**config.mk**
```make
export PLATFORM = sky130hd
export DESIGN_NAME = elevator_car_ctrl
export DESIGN_NICKNAME = d
export VERILOG_FILES = /design/src/rtl/elevator_car_ctrl.sv
export SDC_FILE = /design/constraint.sdc
export NUM_CORES = 1
export LEC_CHECK = 0
export CAP_MARGIN = 25
export CORE_ASPECT_RATIO = 0.9
export CORE_UTILIZATION = 30
export DETAILED_ROUTE_END_ITERATION = 10
export GPL_TIMING_DRIVEN = 0
export HOLD_SLACK_MARGIN = 0.1
export REMOVE_ABC_BUFFERS = 1
export SLEW_MARGIN = 5
export SYNTH_ARGS = -nofsm -noshare
export SYNTH_HDL_FRONTEND = slang
export SYNTH_SLANG_ARGS = --single-unit
```
**constraint.sdc**
```tcl
create_clock -name clk -period 5.8 [get_ports clk]
set_clock_uncertainty 0.2 [all_clocks]
set_input_delay 1.16 -clock clk [delete_from_list [all_inputs] [get_ports clk]]
set_output_delay 1.16 -clock clk [all_outputs]
set_load 0.03 [all_outputs]
```
**src/rtl/elevator_car_ctrl.sv**
```systemverilog
// ---------------------------------------------------------------------------
// ElevatorCarCtrl -- controller for a single elevator car serving floors 1..7.
//
// Call buttons are collected into a pending-request register. The car sits in
// IDLE, travels in MOVE (one floor per MOVE_CYCLES clocks) or waits with the
// door open in DOOR (DOOR_CYCLES clocks per stop). It keeps going in its
// current direction while calls remain ahead of it, then reverses or parks.
//
// Ports
//   clk          system clock, all state changes on its rising edge
//   rst_n        synchronous reset, active HIGH despite the name
//   req_i[6:0]   call buttons, bit k = floor k+1, sampled every cycle
//   elev_f_o     current floor, binary 1..7
//   dir_o        travel direction: 00 idle, 01 up, 10 down
//   door_open_o  high while stopped with the door open
//   moving_o     high while travelling between floors
//   pend_o[6:0]  pending-request register, same bit mapping as req_i
// ---------------------------------------------------------------------------
module elevator_car_ctrl #(
   parameter int MOVE_CYCLES = 50_000_000,
   parameter int DOOR_CYCLES = 100_000_000
) (
   input  logic       clk,
   input  logic       rst_n,
   input  logic [6:0] req_i,
   output logic [2:0] elev_f_o,
   output logic [1:0] dir_o,
   output logic       door_open_o,
   output logic       moving_o,
   output logic [6:0] pend_o
);

   localparam int MW = (MOVE_CYCLES > 1) ? $clog2(MOVE_CYCLES) : 1;
   localparam int DW = (DOOR_CYCLES > 1) ? $clog2(DOOR_CYCLES) : 1;
   localparam logic [MW-1:0] MOVE_LAST = MW'(MOVE_CYCLES - 1);
   localparam logic [DW-1:0] DOOR_LAST = DW'(DOOR_CYCLES - 1);

   localparam logic [1:0] DIR_NONE = 2'b00;
   localparam logic [1:0] DIR_UP   = 2'b01;
   localparam logic [1:0] DIR_DOWN = 2'b10;

   typedef enum logic [1:0] {
      IDLE = 2'd0,
      MOVE = 2'd1,
      DOOR = 2'd2
   } state_e;

   state_e          state_q, state_d;
   logic [2:0]      floor_q, floor_d;
   logic [1:0]      dir_q, dir_d;
   logic [6:0]      pend_q, pend_d;
   logic [MW-1:0]   moveCnt_q, moveCnt_d;
   logic [DW-1:0]   doorCnt_q, doorCnt_d;
   logic            doorOpen_q, doorOpen_d;
   logic            moving_q, moving_d;

   logic [6:0]      curBit;
   logic [6:0]      stepBit;
   logic [6:0]      pendIn;
   logic [2:0]      stepFloor;
   logic            anyUp;
   logic            anyDown;
   logic            stepBeyond;

   // One-hot bit of floor f in the pending vector (floor 1 is bit 0).
   function automatic logic [6:0] floorBit(input logic [2:0] f);
      return 7'b1 << (f - 3'd1);
   endfunction

   // All floors strictly above f.
   function automatic logic [6:0] aboveMask(input logic [2:0] f);
      return 7'h7F << f;
   endfunction

   // All floors strictly below f.
   function automatic logic [6:0] belowMask(input logic [2:0] f);
      return floorBit(f) - 7'd1;
   endfunction

   // Helper views of the pending register. Every decision looks at the
   // registered pending set; calls arriving this cycle only matter from the
   // next cycle on. stepFloor is the floor the car reaches when the travel
   // counter wraps, and is only meaningful while moving.
   always_comb begin
      curBit     = floorBit(floor_q);
      pendIn     = pend_q | req_i;
      anyUp      = |(pend_q & aboveMask(floor_q));
      anyDown    = |(pend_q & belowMask(floor_q));
      stepFloor  = (dir_q == DIR_DOWN) ? (floor_q - 3'd1) : (floor_q + 3'd1);
      stepBit    = floorBit(stepFloor);
      stepBeyond = (dir_q == DIR_DOWN) ? |(pend_q & belowMask(stepFloor))
                                       : |(pend_q & aboveMask(stepFloor));
   end

   // Next-state logic of the car. Whenever the car enters DOOR, the floor it
   // stops at is removed from the pending set, overriding a call for that same
   // floor in the same cycle. While the door is open, calls for the current
   // floor are masked so they neither latch nor extend the stop. A direction
   // can only be chosen when a call exists on that side, which keeps the car
   // inside 1..7 without any explicit range clamp.
   always_comb begin
      state_d   = state_q;
      floor_d   = floor_q;
      dir_d     = dir_q;
      pend_d    = pendIn;
      moveCnt_d = moveCnt_q;
      doorCnt_d = doorCnt_q;

      case (state_q)
         IDLE: begin
            dir_d = DIR_NONE;
            if ((pend_q & curBit) != 7'd0) begin
               state_d   = DOOR;
               doorCnt_d = '0;
               pend_d    = pendIn & ~curBit;
            end else if (anyUp) begin
               state_d   = MOVE;
               dir_d     = DIR_UP;
               moveCnt_d = '0;
            end else if (anyDown) begin
               state_d   = MOVE;
               dir_d     = DIR_DOWN;
               moveCnt_d = '0;
            end
         end

         MOVE: begin
            if (moveCnt_q == MOVE_LAST) begin
               moveCnt_d = '0;
               floor_d   = stepFloor;
               if ((pend_q & stepBit) != 7'd0) begin
                  state_d   = DOOR;
                  doorCnt_d = '0;
                  pend_d    = pendIn & ~stepBit;
               end else if (!stepBeyond) begin
                  state_d = IDLE;
                  dir_d   = DIR_NONE;
               end
            end else begin
               moveCnt_d = moveCnt_q + MW'(1);
            end
         end

         DOOR: begin
            pend_d = pendIn & ~curBit;
            if (doorCnt_q == DOOR_LAST) begin
               doorCnt_d = '0;
               if ((dir_q != DIR_DOWN) && anyUp) begin
                  state_d   = MOVE;
                  dir_d     = DIR_UP;
                  moveCnt_d = '0;
               end else if ((dir_q != DIR_UP) && anyDown) begin
                  state_d   = MOVE;
                  dir_d     = DIR_DOWN;
                  moveCnt_d = '0;
               end else if (anyUp) begin
                  state_d   = MOVE;
                  dir_d     = DIR_UP;
                  moveCnt_d = '0;
               end else if (anyDown) begin
                  state_d   = MOVE;
                  dir_d     = DIR_DOWN;
                  moveCnt_d = '0;
               end else begin
                  state_d = IDLE;
                  dir_d   = DIR_NONE;
               end
            end else begin
               doorCnt_d = doorCnt_q + DW'(1);
            end
         end

         default: begin
            state_d = IDLE;
            dir_d   = DIR_NONE;
         end
      endcase

      doorOpen_d = (state_d == DOOR);
      moving_d   = (state_d == MOVE);
   end

   // State register. Reset abandons any trip or stop in progress and drops
   // every pending call, including calls pressed while reset is held.
   always_ff @(posedge clk) begin
      if (rst_n) begin
         state_q    <= IDLE;
         floor_q    <= 3'd1;
         dir_q      <= DIR_NONE;
         pend_q     <= '0;
         moveCnt_q  <= '0;
         doorCnt_q  <= '0;
         doorOpen_q <= 1'b0;
         moving_q   <= 1'b0;
      end else begin
         state_q    <= state_d;
         floor_q    <= floor_d;
         dir_q      <= dir_d;
         pend_q     <= pend_d;
         moveCnt_q  <= moveCnt_d;
         doorCnt_q  <= doorCnt_d;
         doorOpen_q <= doorOpen_d;
         moving_q   <= moving_d;
      end
   end

   assign elev_f_o    = floor_q;
   assign dir_o       = dir_q;
   assign door_open_o = doorOpen_q;
   assign moving_o    = moving_q;
   assign pend_o      = pend_q;

endmodule

```
==> flow_metrics.py, run 1 <==
metrics = {
    "outcome": {
        "status": "completed",
    },
    "timing": {
        "grt_setup_unrepaired": "no",
        "setup_slack_ns": 0.439,
        "maximum_frequency_from_static_timing_analysis_mhz": 187,
        "timing_worst_slew_pin_value_ns": 1.04,
        "maxSlewViolCount": 0,
        "finalCriticalPeriod_ns": 5.36,
        "finalSetupViolCount": 0,
        "timing_hold_violations_final": 0,
        "whs_ns": 0.299,
        "min_period_over_period": 0.924,
        "worst_slew_margin": 0.307,
    },
    "yosys": {
        "number_of_synthesized_register_bits": 69,
        "synth_enable_flop_cells": 0,
        "sequential_fraction_of_the_synthesis_area": 0.308,
        "postSynth.asyncResetShare": 0,
        "synthesis.instances": 568,
        "syn-mean-instance-area_um2": 7.89,
        "post-synth-top-area-fraction": 0.308,
        "synth_area_leader_cell": "dfxtp_1",
        "synthTopCellsByArea": "dfxtp_1, ha_1, nor2_1",
        "area_of_the_mapped_netlist_um2": 4480,
        "yosys_warnings": 0,
        "ys.flop_type": "dfxtp_1",
        "synth.distinct_cells": 70,
    },
    "clock_tree": {
        "cts_inserted_buffers": 9,
        "tritoncts": "yes",
        "ctsLongestPathBuffers": 2,
        "worstSkewPairLatency_ns": 0.34,
        "numClockSinks": 69,
        "clockRootBuffer": "clkbuf_16",
        "htree_num_levels": 3,
        "cts_hold_buf": 0,
        "path_clk_slew_ns": 0.06,
    },
    "route": {
        "detail_route.wl_per_cell_um": 15.4,
        "initialDrtViolationCount": 358,
        "post_route_antenna_net_violation_count": 0,
        "dr_total_vias": 4265,
        "route.detailed.drc": 0,
        "via_per_inst": 5.55,
        "number_of_detailed_route_iterations_in_the_first_pass": 7,
        "route.final.wire_length_um": 11900,
    },
    "placed_design": {
        "io_buffers": 22,
        "routabilityCongestion": 0.913,
        "place_hpwl_um": 8100,
        "dpl.cell_count": 752,
        "post-place-ws_ns": -0.0854,
    },
    "floorplanning": {
        "fp.coreArea_um2": 14300,
        "num_io_pins": 23,
        "initial_cell_density_of_the_core": 0.313,
        "design.die.area_um2": 15400,
        "die_w_um": 131,
        "core.rowCount": 41,
        "die_y_um": 118,
    },
    "layout": {
        "layout.filler_cells": 1455,
        "commonest_cells_after_routing_fill_and_taps_aside": "dfxtp_1, nor2_1, nand2_1",
        "fin_nets": 603,
        "fin_cells": 768,
        "synth_to_layout_area_growth_pct": 13.6,
        "insertedDiodeCount": 0,
        "post_route_cells_drive_above_1_share": 0.0678,
        "layout_commonest_cell": "dfxtp_1",
    },
    "worst_hold_path": {
        "worst_hold_startpoint": "doorCnt_q[1]",
        "hold_path.class": "reg -> reg",
        "number_of_cells_on_the_worst_hold_path": 2,
        "hold_path_end": "doorCnt_q[1]",
    },
    "global_route": {
        "vias_in_the_first_global_route": 3920,
        "maximum_number_of_pins_on_one_net_before_global_route_repair": 46,
        "track_usage": 0.157,
        "grt_overflow_total": 0,
        "grt_antenna_before_repair": 0,
        "grt_pass1_wl_um": 19200,
    },
    "setup_path": {
        "reg2reg_to": "doorCnt_q[23]",
        "r2r_setup_slack_ns": 0.44,
        "timing.critical_path.to_type": "register",
        "critical_path.top_delay_family": "adder cells",
        "timing.reg2reg.worst_path_depth": 13,
        "critical_path.max_stage_delay_ns": 0.62,
        "critical_path_buf_inv_count": 1,
        "crit_path_cell_trace": "inv_1 -> ha_1 -> ha_1 -> nor3b_1 -> a21oi_1 -> ha_2 -> mux2i_1 -> o21ai_0 -> mux2i_1 -> o21a_2 -> or4_4 -> or4b_1 -> a21oi_1",
        "cp_max_fo": 18,
        "cp-start-kind": "register",
        "critPathSlowestCell": "ha_1",
        "crit-reg2reg-launch": "elev_f_o[0]",
        "worstPathRequired_ns": 5.86,
        "worst-endpoint-arrival_ns": 5.43,
        "crit_type": "reg -> reg",
    },
    "power": {
        "leakage_uw": 0.00164,
        "power-per-cell-area_nw_per_um2": 325,
        "max-vdd-ir-drop_mv": 0.177,
    },
    "run": {
        "drv.max_cap_violation_count": 0,
    },
}
metrics by stage:
step | utilization | cell area [um2] | power (uW) | TNS [ns]
final | 0.356 | 5090 | 1650 | 0
after global routing | 0.356 | 5090 | 1750 | 0
after CTS | 0.356 | 5090 | 1660 | 0
after detailed placement | 0.336 | 4810 | 1140 | -0.951
after global placement | 0.336 | 4800 | 1120 | 0
after floorplan | - | 4340 | 936 | 0
how the worst max path moves through the flow:
stage / slack, ns / to / depth (start not counted) / startpoint
after floorplan: 0.84 / doorCnt_q[23] / 13 / elev_f_o[0]
after global placement: 0.06 / doorCnt_q[23] / 12 / elev_f_o[0]
after detailed placement: -0.09 / doorCnt_q[23] / 12 / elev_f_o[0]
after CTS: 0.08 / doorCnt_q[23] / 13 / elev_f_o[0]
after global routing: 0.08 / door_open_o / 13 / elev_f_o[0]
final: 0.44 / doorCnt_q[23] / 13 / elev_f_o[0]
final cells by class:
class                      count  area (um2)  area share
inverter                      21        78.8      0.0155
clock inverter                 5        33.8     0.00663
multi-input combinational    446        2890       0.568
sequential                    69        1380       0.271
clock buffer                  11         243      0.0477
tap                          193         241      0.0474
timing repair buffer          23         223      0.0437
state kept, by name (all words and copies together) (netlist names):
signal	flops
moveCnt_q	26
door_open_o	1
pend_o	7
dir_o	2
elev_f_o	3
moving_o	1
doorCnt_q	27
state_q	2
worst register-to-register path: stages, from the launching register on:
cell	delay [ns]
dfxtp_2	0.55
inv_1	0.25
ha_1	0.29
ha_1	0.62
nor3b_1	0.16
a21oi_1	0.42
ha_2	0.48
mux2i_1	0.16
o21ai_0	0.18
mux2i_1	0.26
o21a_2	0.41
or4_4	0.63
or4b_1	0.53
a21oi_1	0.16
Yosys cell counts (2+ instances only):
library cell,n
a211oi_1,11
o21ai_0,29
a31oi_1,10
xor2_1,8
buf_6,2
nor4_1,3
and4_1,5
ha_1,24
a22oi_1,5
and2_1,4
nor4b_2,2
nor3_1,25
or4b_1,2
nor4bb_1,2
o31ai_1,2
o2111ai_1,2
buf_2,3
mux2i_1,8
o21a_1,4
nor2b_1,5
inv_1,20
nand2b_1,4
or3_1,4
or4_1,5
a221o_1,2
nor4b_1,4
nand3_1,34
clkbuf_1,26
dfxtp_1,69
nand4_1,9
xnor2_1,17
nor2_1,63
o221ai_1,2
o211a_1,2
a311oi_1,19
nor3b_1,3
a41oi_1,3
o22ai_1,3
nand2_1,57
a21oi_1,21
or2_2,5
and3_1,12
what timing repair did:
item,in CTS,in global routing
setup buffers,0,0
hold endpoints to repair,0,0
gates resized for setup,1,2
endpoints found under the setup margin,24,29
pin swaps,0,0
metal layers:
layer	wire length (um)	global-route usage	vias to the layer above
met1	5680	0.210	2031
met5	0	0	-
li1	-	-	2098
met3	558	0.0323	18
met4	196	0.0539	0
met2	5420	0.247	118
logic make-up (layout without fill, tap and decap cells):
logic type | after synthesis | after routing | share of synthesized area
AND/OR/NAND/NOR | 254 | 254 | 0.290
AO/OA/AOI/OAI | 132 | 132 | 0.206
flip-flops | 69 | 69 | 0.308
buffers and inverters | 53 | 60 | 0.0486
XOR/XNOR | 26 | 26 | 0.0550
adder cells (fa/ha/maj) | 24 | 24 | 0.0670
multiplexers | 10 | 10 | 0.0254
power breakdown:
| group | switching, uW | total, uW | leakage [uW] | internal, uW |
|---|---|---|---|---|
| combinational | 387 | 571 | 0.000952 | 184 |
| sequential | 60.5 | 565 | 0.000558 | 505 |
| clock | 217 | 518 | 0.000132 | 301 |
Power figures use the tool's default switching activity.
==> inputs of run 2 (changes only) <==
--- a/config.mk
+++ b/config.mk
@@ -8,6 +8,7 @@
 export CAP_MARGIN = 25
 export CORE_ASPECT_RATIO = 0.9
 export CORE_UTILIZATION = 30
+export CTS_CLUSTER_DIAMETER = 80
 export DETAILED_ROUTE_END_ITERATION = 10
 export GPL_TIMING_DRIVEN = 0
 export HOLD_SLACK_MARGIN = 0.1
==> results of run 2 <==
Same layout as run 1: the final DEF is identical, and so are final timing and power.
